$ cat config.mk
export PLATFORM = sky130hd
export DESIGN_NAME = sprite_layer_pipe
export DESIGN_NICKNAME = d
export VERILOG_FILES = /design/src/rtl/sprite_layer_pipe.sv
export SDC_FILE = /design/constraint.sdc
export NUM_CORES = 1
export LEC_CHECK = 0
export ABC_AREA = 1
export CAP_MARGIN = 20
export CORE_ASPECT_RATIO = 1.4
export CORE_MARGIN = 4
export CORE_UTILIZATION = 56
export CTS_CLUSTER_SIZE = 28
export DETAILED_ROUTE_END_ITERATION = 8
export PLACE_DENSITY = 0.83
export SLEW_MARGIN = 10
export SYNTH_ARGS = -nofsm -noshare
export SYNTH_HDL_FRONTEND = slang
export SYNTH_SLANG_ARGS = --single-unit
$ cat constraint.sdc
create_clock -name Clk -period 4.9 [get_ports Clk]
set_input_delay 0.98 -clock Clk [delete_from_list [all_inputs] [get_ports Clk]]
set_output_delay 0.98 -clock Clk [all_outputs]
set_load 0.05 [all_outputs]
$ cat src/rtl/sprite_layer_pipe.sv
// rtl/sprite_layer_pipe.sv - pipelined multi-layer 4x4 block sprite address resolver
module sprite_layer_pipe #(
    parameter int NUM_BLOCKS   = 2,
    parameter int TILE         = 20,
    parameter int GRID         = 4,
    parameter int ADDR_W       = 16,
    parameter int BG_SPRITE    = 37,
    parameter int RAM_LATENCY  = 1,
    parameter int FLASH_FRAMES = 16,
    localparam int HC_W        = (NUM_BLOCKS > 1) ? $clog2(NUM_BLOCKS) : 1
) (
    input  logic                            Clk,
    input  logic                            Reset_n,
    input  logic                            pix_valid,
    input  logic [9:0]                      DrawX,
    input  logic [9:0]                      DrawY,
    input  logic                            frame_start,
    input  logic [10*NUM_BLOCKS-1:0]        PosX,
    input  logic [10*NUM_BLOCKS-1:0]        PosY,
    input  logic [GRID*GRID*NUM_BLOCKS-1:0] blockstate,
    input  logic [6*NUM_BLOCKS-1:0]         spriteindex,
    input  logic [2*NUM_BLOCKS-1:0]         mode,
    output logic [ADDR_W-1:0]               sprite_addr,
    output logic                            addr_valid,
    input  logic [3:0]                      ram_data,
    output logic [3:0]                      colorindex_draw,
    output logic                            draw_valid,
    output logic                            draw_hit,
    output logic [HC_W-1:0]                 hit_channel
);

    localparam int BOX   = GRID * TILE;
    localparam int GG    = GRID * GRID;
    localparam int GW    = $clog2(GG);
    localparam int TW    = $clog2(TILE);
    localparam int CNT_W = (FLASH_FRAMES > 1) ? $clog2(FLASH_FRAMES) : 1;

    localparam logic [1:0] MODE_OFF   = 2'd0;
    localparam logic [1:0] MODE_SOLID = 2'd1;
    localparam logic [1:0] MODE_GHOST = 2'd2;

    // flash phase state
    logic [CNT_W-1:0] r_frame_cnt;
    logic             r_flash_phase;

    // per-channel combinational geometry, evaluated on the incoming pixel
    logic [10:0]      w_rx     [NUM_BLOCKS];
    logic [10:0]      w_ry     [NUM_BLOCKS];
    logic [9:0]       w_col    [NUM_BLOCKS];
    logic [9:0]       w_row    [NUM_BLOCKS];
    logic [TW-1:0]    w_tx     [NUM_BLOCKS];
    logic [TW-1:0]    w_ty     [NUM_BLOCKS];
    logic [GG-1:0]    w_bs_ch  [NUM_BLOCKS];
    logic [GW-1:0]    w_idx    [NUM_BLOCKS];
    logic [NUM_BLOCKS-1:0] w_inbox;
    logic [NUM_BLOCKS-1:0] w_occ;
    logic [NUM_BLOCKS-1:0] w_edge;
    logic [NUM_BLOCKS-1:0] w_hit;

    // stage 1 registers
    logic                  r_s1_valid;
    logic [NUM_BLOCKS-1:0] r_s1_hit;
    logic [TW-1:0]         r_s1_tx  [NUM_BLOCKS];
    logic [TW-1:0]         r_s1_ty  [NUM_BLOCKS];
    logic [5:0]            r_s1_spr [NUM_BLOCKS];
    logic [TW-1:0]         r_s1_mx;
    logic [TW-1:0]         r_s1_my;

    // stage 2 winner selection
    logic              w_win_hit;
    logic [HC_W-1:0]   w_win_ch;
    logic [TW-1:0]     w_win_tx;
    logic [TW-1:0]     w_win_ty;
    logic [5:0]        w_win_spr;
    logic [ADDR_W-1:0] w_addr;

    logic              r_s2_hit;
    logic [HC_W-1:0]   r_s2_ch;

    // RAM latency alignment
    logic              r_dl_valid [RAM_LATENCY];
    logic              r_dl_hit   [RAM_LATENCY];
    logic [HC_W-1:0]   r_dl_ch    [RAM_LATENCY];

    // frame counter: toggles the flash phase every FLASH_FRAMES frame_start pulses
    always_ff @(posedge Clk or negedge Reset_n) begin
        if (!Reset_n) begin
            r_frame_cnt   <= '0;
            r_flash_phase <= 1'b1;
        end else if (frame_start) begin
            if (r_frame_cnt == CNT_W'(FLASH_FRAMES - 1)) begin
                r_frame_cnt   <= '0;
                r_flash_phase <= ~r_flash_phase;
            end else begin
                r_frame_cnt <= r_frame_cnt + 1'b1;
            end
        end
    end

    // per-channel box test, tile decode and mode-qualified hit; the flash phase
    // seen here is the pre-update value, so a coincident frame_start does not affect this pixel
    always_comb begin
        for (int i = 0; i < NUM_BLOCKS; i++) begin
            w_rx[i]    = {1'b0, DrawX} - {1'b0, PosX[10*i +: 10]};
            w_ry[i]    = {1'b0, DrawY} - {1'b0, PosY[10*i +: 10]};
            w_inbox[i] = !w_rx[i][10] && (w_rx[i] < 11'(BOX)) &&
                         !w_ry[i][10] && (w_ry[i] < 11'(BOX));
            w_col[i]   = w_rx[i][9:0] / 10'(TILE);
            w_row[i]   = w_ry[i][9:0] / 10'(TILE);
            w_tx[i]    = TW'(w_rx[i][9:0] % 10'(TILE));
            w_ty[i]    = TW'(w_ry[i][9:0] % 10'(TILE));
            w_bs_ch[i] = blockstate[GG*i +: GG];
            w_idx[i]   = GW'(w_row[i] * 10'(GRID) + w_col[i]);
            w_occ[i]   = w_inbox[i] && w_bs_ch[i][w_idx[i]];
            w_edge[i]  = (w_tx[i] == '0) || (w_tx[i] == TW'(TILE - 1)) ||
                         (w_ty[i] == '0) || (w_ty[i] == TW'(TILE - 1));
            case (mode[2*i +: 2])
                MODE_OFF:   w_hit[i] = 1'b0;
                MODE_SOLID: w_hit[i] = w_occ[i];
                MODE_GHOST: w_hit[i] = w_occ[i] && w_edge[i];
                default:    w_hit[i] = w_occ[i] && r_flash_phase;
            endcase
        end
    end

    // stage 1: capture per-channel hit, local tile offsets and sprite, plus screen tile offsets
    always_ff @(posedge Clk or negedge Reset_n) begin
        if (!Reset_n) begin
            r_s1_valid <= 1'b0;
            r_s1_hit   <= '0;
            r_s1_mx    <= '0;
            r_s1_my    <= '0;
            for (int i = 0; i < NUM_BLOCKS; i++) begin
                r_s1_tx[i]  <= '0;
                r_s1_ty[i]  <= '0;
                r_s1_spr[i] <= '0;
            end
        end else begin
            r_s1_valid <= pix_valid;
            r_s1_hit   <= w_hit;
            r_s1_mx    <= TW'(DrawX % 10'(TILE));
            r_s1_my    <= TW'(DrawY % 10'(TILE));
            for (int i = 0; i < NUM_BLOCKS; i++) begin
                r_s1_tx[i]  <= w_tx[i];
                r_s1_ty[i]  <= w_ty[i];
                r_s1_spr[i] <= spriteindex[6*i +: 6];
            end
        end
    end

    // lowest-index hitting channel wins; background tile otherwise
    always_comb begin
        w_win_hit = 1'b0;
        w_win_ch  = '0;
        w_win_tx  = '0;
        w_win_ty  = '0;
        w_win_spr = '0;
        for (int i = NUM_BLOCKS - 1; i >= 0; i--) begin
            if (r_s1_hit[i]) begin
                w_win_hit = 1'b1;
                w_win_ch  = HC_W'(i);
                w_win_tx  = r_s1_tx[i];
                w_win_ty  = r_s1_ty[i];
                w_win_spr = r_s1_spr[i];
            end
        end
        if (w_win_hit) begin
            w_addr = ADDR_W'(w_win_spr) * ADDR_W'(TILE * TILE) +
                     ADDR_W'(w_win_ty) * ADDR_W'(TILE) + ADDR_W'(w_win_tx);
        end else begin
            w_addr = ADDR_W'(BG_SPRITE * TILE * TILE) +
                     ADDR_W'(r_s1_my) * ADDR_W'(TILE) + ADDR_W'(r_s1_mx);
        end
    end

    // stage 2: registered sprite RAM address and hit info; bubbles never report a hit
    always_ff @(posedge Clk or negedge Reset_n) begin
        if (!Reset_n) begin
            sprite_addr <= '0;
            addr_valid  <= 1'b0;
            r_s2_hit    <= 1'b0;
            r_s2_ch     <= '0;
        end else begin
            sprite_addr <= w_addr;
            addr_valid  <= r_s1_valid;
            r_s2_hit    <= r_s1_valid && w_win_hit;
            r_s2_ch     <= (r_s1_valid && w_win_hit) ? w_win_ch : '0;
        end
    end

    // delay line matching the sprite RAM read latency
    always_ff @(posedge Clk or negedge Reset_n) begin
        if (!Reset_n) begin
            for (int k = 0; k < RAM_LATENCY; k++) begin
                r_dl_valid[k] <= 1'b0;
                r_dl_hit[k]   <= 1'b0;
                r_dl_ch[k]    <= '0;
            end
        end else begin
            r_dl_valid[0] <= addr_valid;
            r_dl_hit[0]   <= r_s2_hit;
            r_dl_ch[0]    <= r_s2_ch;
            for (int k = 1; k < RAM_LATENCY; k++) begin
                r_dl_valid[k] <= r_dl_valid[k-1];
                r_dl_hit[k]   <= r_dl_hit[k-1];
                r_dl_ch[k]    <= r_dl_ch[k-1];
            end
        end
    end

    // output stage: returned colour index realigned with its hit information
    always_ff @(posedge Clk or negedge Reset_n) begin
        if (!Reset_n) begin
            colorindex_draw <= '0;
            draw_valid      <= 1'b0;
            draw_hit        <= 1'b0;
            hit_channel     <= '0;
        end else begin
            colorindex_draw <= ram_data;
            draw_valid      <= r_dl_valid[RAM_LATENCY-1];
            draw_hit        <= r_dl_valid[RAM_LATENCY-1] && r_dl_hit[RAM_LATENCY-1];
            hit_channel     <= r_dl_ch[RAM_LATENCY-1];
        end
    end

endmodule

Word level (Yosys, flattened, before mapping)
Index checks and enable logic that the tools add are counted.
{"block": "totals", "ff_bits": 79, "latch_bits": 0, "ramBits": 0, "romBits": 0, "inputBits": 116, "out_inout_bits": 24, "wordCells": 112, "n_memories": 0}
{"block": "op_classes", "n_addsub": 11, "multipliers": 3, "div_mod_pow": 10, "order_cmp": 6, "eq_ne": 9, "shift": 0, "mux": 18, "bitwise_logic": 1, "n_reduce_logical": 31}
{"operator": "remainder unit 10 x 5 -> 10 bit, second input constant", "n": 6}
{"operator": "less-than comparator 11 x 7 -> 1 bit, second input constant", "n": 4}
{"operator": "subtractor 10 x 10 -> 11 bit", "n": 4}
{"operator": "divider 10 x 5 -> 10 bit, second input constant", "n": 4}
{"operator": "equality test 5 bit, second input constant", "n": 4}
{"operator": "zero test 5 bit", "n": 4}
{"operator": "2-to-1 mux 5 bit", "n": 4}
{"operator": "adder 15 x 10 -> 16 bit", "n": 1}
{"operator": "adder 15 x 5 -> 16 bit", "n": 1}
{"operator": "adder 16 x 5 -> 16 bit", "n": 1}
{"operator": "multiplier 5 x 3 -> 8 bit, second input constant", "n": 2}
{"operator": "2-to-1 mux 16 bit", "n": 1}
{"operator": "adder 14 x 10 -> 15 bit, first input constant", "n": 1}
{"operator": "logical AND 1 bit", "n": 14}
{"operator": "2-to-1 mux 6 bit", "n": 2}
{"operator": "multiplier 6 x 5 -> 11 bit, second input constant", "n": 1}
{"operator": "less-than comparator 4 x 5 -> 1 bit, second input constant", "n": 2}
{"operator": "adder 4 bit", "n": 2}
{"operator": "binary-select mux 1 bit (select 4 bit)", "n": 2}
{"operator": "logical OR 1 bit", "n": 6}
{"operator": "2-to-1 mux 1 bit", "n": 6}
{"operator": "case mux 1 bit (3 select lines)", "n": 2}
{"operator": "adder 4 x 1 -> 4 bit, second input constant", "n": 1}
{"operator": "equality test 2 x 1 -> 1 bit, second input constant", "n": 2}
{"operator": "other kinds (7)", "n": 12}

Depth between registers and ports, before layout
{"block": "logic_depth", "ltp_word": 8, "mapped_depth": 45, "depth_no_buf": 45}

Worst setup path after synthesis
No wires, ideal clock.
{"block": "synth_timing", "path_kind": "input to register", "start": "input port DrawX[0]", "end": "register r_s1_hit[0]", "t_arrival_ns": 4.543, "required_time_ns": 4.781, "path_slack_ns": 0.238, "path_stages": 37, "n_path_buf": 1, "path_cell_list": "inv_1 -> ha_1 -> inv_1 -> fa_1 -> nand3_1 -> nand2_1 -> nand2_1 -> nand3b_1 -> nand2_2 -> nand3_1 -> or2_1 -> nand3_1 -> nand3_2 -> nand2_2 -> nand2_2 -> nand2_1 -> nand3_2 -> nand2_2 -> nand3_1 -> nand2_1 -> nand2_2 -> nand2_2 -> nand3_1 -> nand2_1 -> inv_1 -> ha_1 -> inv_1 -> nand3_1 -> nand2_2 -> buf_2 -> nand3_1 -> nand2_1 -> nor2_1 -> nand2_1 -> nand2_1 -> a21oi_1 -> nor2_1"}
{"item": "from (decl)", "line_no": "15", "source": "input logic [9:0] DrawX,"}
{"item": "to (signal assigned)", "line_no": "140", "source": "r_s1_hit <= w_hit;"}
{"item": "to (decl)", "line_no": "62", "source": "logic [NUM_BLOCKS-1:0] r_s1_hit;"}

Worst setup path in the final report
{"block": "layout_timing", "start": "input port PosY[5]", "end": "register r_s1_hit[0]"}
{"block": "layout_via", "elab_chain_cells": 8}
{"item": "from (decl)", "line_no": "19", "source": "input logic [10*NUM_BLOCKS-1:0] PosY,"}
{"item": "subtractor 10 x 10 -> 11 bit *", "line_no": "105", "source": "w_ry[i] = {1'b0, DrawY} - {1'b0, PosY[10*i +: 10]};"}
{"item": "divider 10 x 5 -> 10 bit", "line_no": "109", "source": "w_row[i] = w_ry[i][9:0] / 10'(TILE);"}
{"item": "adder 4 bit", "line_no": "113", "source": "w_idx[i] = GW'(w_row[i] * 10'(GRID) + w_col[i]);"}
{"item": "binary-select mux 1 bit (select 4 bit)", "line_no": "114", "source": "w_occ[i] = w_inbox[i] && w_bs_ch[i][w_idx[i]];"}
{"item": "2-to-1 mux 1 bit (implied by the code)", "line_no": "114"}
{"item": "logical AND 1 bit", "line_no": "114"}
{"item": "logical AND 1 bit, on equally long branches", "line_no": "121, 120"}
{"item": "case mux 1 bit (3 select lines) *", "line_no": "117", "source": "case (mode[2*i +: 2])"}
{"item": "named net w_hit[0]", "line_no": "58", "source": "logic [NUM_BLOCKS-1:0] w_hit;"}
The timed path passes the listed nets; every way through them passes the cells marked *. The select of a mux whose other input is x is not followed.
A chain may end at the register's enable or synchronous reset.

==> impl_metrics.ini <==
[run_status]
outcome = finished with violations
violations = design-rule violations, negative setup slack

[sta]
slew_viol_final = 0
timing_worst_slew_pin_value_ps = 950
finalSetupViolations = 12
max_freq_mhz = 182
fin_crit_ps = 5480
rsz0062_at_grt = true
finalWorstSetupSlack_ps = -581
hold_violations = 0
fin_crit_sh_pct = 112
clock_skew_ps = 10.1
fin_hold_ws_ps = 351
max-slew-margin-rel_pct = 36.7

[placement]
place_ws_ps = -728
port_buffers = 139
place_area_um2 = 11700
placed_cells = 1835
gp_congestion = 0.941
hpwl_um = 19300

[final_layout]
final_nets = 1922
final.fill_count = 640
fin_area_um2 = 13900
area_growth_pct = 55.7
antenna_cells = 0
fin_cells = 1893
drive_gt1_share_pct = 32.1

[worst_hold_path]
hp-start = r_dl_ch$_DFF_PN0_
hold_path.class = reg -> reg
hold_depth = 0
hold_end = hit_channel$_DFF_PN0_

[worst_setup_path]
required_ps = 5180
worst_r2r_endpoint = sprite_addr[14]$_DFF_PN0_
reg2reg_slack_ps = 530
cp_max_fo = 5
crit-reg2reg-launch = r_s1_hit[1]$_DFF_PN0_
reg2regPathDepth = 21
end_kind = flip-flop
cpMostUsedCell = nand2_4
path_class = in -> reg
max_stage_delay_ps = 480
slowest_stage = clkdlybuf4s50_1
critPathLaunchType = input port
cp.arrival_ps = 5760

[global_route]
track_usage_pct = 28.4
grt_pass1_wl_um = 42100
grt_max_degree = 80
antenna_found_initial = 0
grt_pass1_vias = 9887
grt_remaining_overflow = 0

[yosys]
synth_area_per_cell_um2 = 6.60
synthArstFlopShare_pct = 100
synth_area_um2 = 8930
synth_area_leader_cell = dfrtp_1
synth_cell_type_count = 48
synthFlopType = dfrtp_1
seq_area_frac_synth_pct = 22.2
synthAdderAreaFrac_pct = 16.8
synth_compound_area_share_pct = 9.70
synth_mux_area_share_pct = 0
yosysTopAreaCellShare_pct = 21.9
synth_simple_gate_area_share_pct = 34.3
yosys_warnings = 0
postSynthCellCount = 1352
synth_top_family_by_area = simple AND/OR/NAND/NOR gates
synth_edf_count = 0
ys_ff_latch = 79
synth_xor_area_share_pct = 5.56
syn-num-nets = 1582
yosys-top-cells-area = dfrtp_1 (22%), nand2_1 (16%), ha_1 (15%)

[clock_network]
insertion_delay_ps = 350
cts_buffers = 9
root_buffer = clkbuf_16
cts_sinks = 79
cts_hold_buf = 0
cts.path.max_buffers = 2
htreeDepth = 3
clk_pin_slew_ps = 60
cts_tree = yes

[pwr]
power_density_nw_per_um2 = 636
seqPwrFrac_pct = 10.3
power_frac_clock_pct = 7.9
comb_power_share_pct = 81.8
finalPower_mw = 8.84
swShare_pct = 52.8
intPower_mw = 4.17
p_leak_nw = 7.68
peakVddDrop_mv = 0.692
p_switching_mw = 4.67

[die]
die_height_um = 157
fp.coreArea_um2 = 15600
initial_core_util_pct = 57.2
dieArea_um2 = 18100
rows = 54
ios = 140
die_w_um = 115

[drt]
drt_pass1_iterations = 9
detail_route.wirelength_um = 39200
drc = 1
antenna_left = 0
vias_per_cell = 6.27
drt-initial-drc-count = 1281
vias = 11866
wl_per_cell_um = 20.7

[job]
drv_cap = 0
## how the worst max path moves through the flow
stage                         from               endpoint  slack (ps)  depth (start not counted)
after global routing      PosY[11]  r_s1_hit[1]$_DFF_PN0_        -610                         35
after detailed placement  DrawY[0]  r_s1_hit[1]$_DFF_PN0_        -730                         31
after CTS                 DrawX[0]  r_s1_hit[1]$_DFF_PN0_           1                         40
after floorplan           DrawX[0]  r_s1_hit[0]$_DFF_PN0_         240                         37
final                      PosY[5]  r_s1_hit[0]$_DFF_PN0_        -580                         36
after global placement    DrawY[0]  r_s1_hit[1]$_DFF_PN0_        -640                         31
## cells in the mapped netlist (2+ instances only)
master    instances
a22o_1           13
clkbuf_1          5
a22oi_1           3
buf_6             2
o22ai_1           2
nor2_2            2
nand2_1         370
nand3b_1         11
o21a_1            2
inv_2             8
nor4_1            4
a21oi_1          54
inv_1           249
nor3_1            3
o32ai_1           2
or2_2             4
dfrtp_1          78
o21ai_0          40
o21bai_1          8
nand3_2           5
o21ai_2           2
a31oi_1           3
nand4_1           8
and2_1            4
nand2_2          43
a21oi_2           3
fa_1             10
xnor2_1          17
xor2_1           36
nor2_1           75
ha_1            104
nand2_4           4
or2_1             4
nand3_1         151
o21ai_1          10
## state kept, by name, indices dropped and copies added, names as in the netlist, 4 cells and up
| name | cells |
|---|---|
| sprite_addr | 16 |
| r_s1_spr | 12 |
| r_s1_tx | 10 |
| r_s1_ty | 10 |
| r_s1_mx | 5 |
| r_s1_my | 5 |
| colorindex_draw | 4 |
| r_frame_cnt | 4 |
## placed cells by master (no fill, tap or decap), types with 38 or more instances in the layout
master,Yosys,layout
nand2_1,370,275
inv_1,249,215
buf_4,1,191
nand3_1,151,118
clkdlybuf4s50_1,0,101
nand2_2,43,98
dfrtp_1,78,78
ha_1,104,68
nor2_1,75,61
nand2_4,4,44
inv_2,8,40
a21oi_1,54,38
## metal layers
layer	vias up	track usage (%)	routed length, um
met5	-	0	0
met1	5363	28.0	12500
met2	1087	55.3	18500
li1	4990	-	-
met3	426	3.12	3900
met4	0	17.7	4260
## stage by stage
step / utilization, % / TNS [ps]
2_1_floorplan: - / 0
3_3_place_gp: 74.9 / -2420
3_5_place_dp: 74.9 / -3930
4_1_cts: 79.5 / 0
5_1_grt: 89.1 / -4100
6_report: 89.1 / -1960
## final cells by class
type,instances,area (um^2),area share (%)
Clock inverter,7,81.3,0.585
Multi-Input combinational cell,1007,7400,53.2
Tap cell,196,245,1.76
Timing Repair Buffer,337,3000,21.6
Inverter,258,975,7.01
Clock buffer,9,225,1.62
Sequential cell,79,1980,14.2
## kinds of logic (layout without fill, tap and decap cells)
logic type,Yosys count,count (layout)
fa+ha+maj,114,114
buf+inv,268,611
flops,79,79
xor+xnor,55,55
simple gates,689,691
compound gates,147,147
## timing repair
item,in CTS,in global routing
pin swaps,37,145
resized for setup,72,309
endpoints found under the hold margin,0,0
setup buffers,17,23
setup endpoints to repair,4,11
gates cloned,1,1
## critical path: cells and delay by family
| family | cells | cell delay, ps |
|---|---|---|
| AND/OR/NAND/NOR | 23 | 2440 |
| buffers and inverters | 7 | 1060 |
| adder cells (fa/ha/maj) | 2 | 490 |
| XOR/XNOR | 2 | 410 |
| AO/OA/AOI/OAI | 2 | 360 |
## power by group through the flow
stage	Combinational [mW]	Sequential, mW	Clock, mW
floorplan	3.22	1.03	0
global placement	4.89	0.903	0
detailed placement	5.06	0.908	0
CTS	5.53	0.902	0.685
global route	7.68	0.923	0.720
finish	7.23	0.912	0.695
No activity file was read; power rests on OpenSTA's default activity.
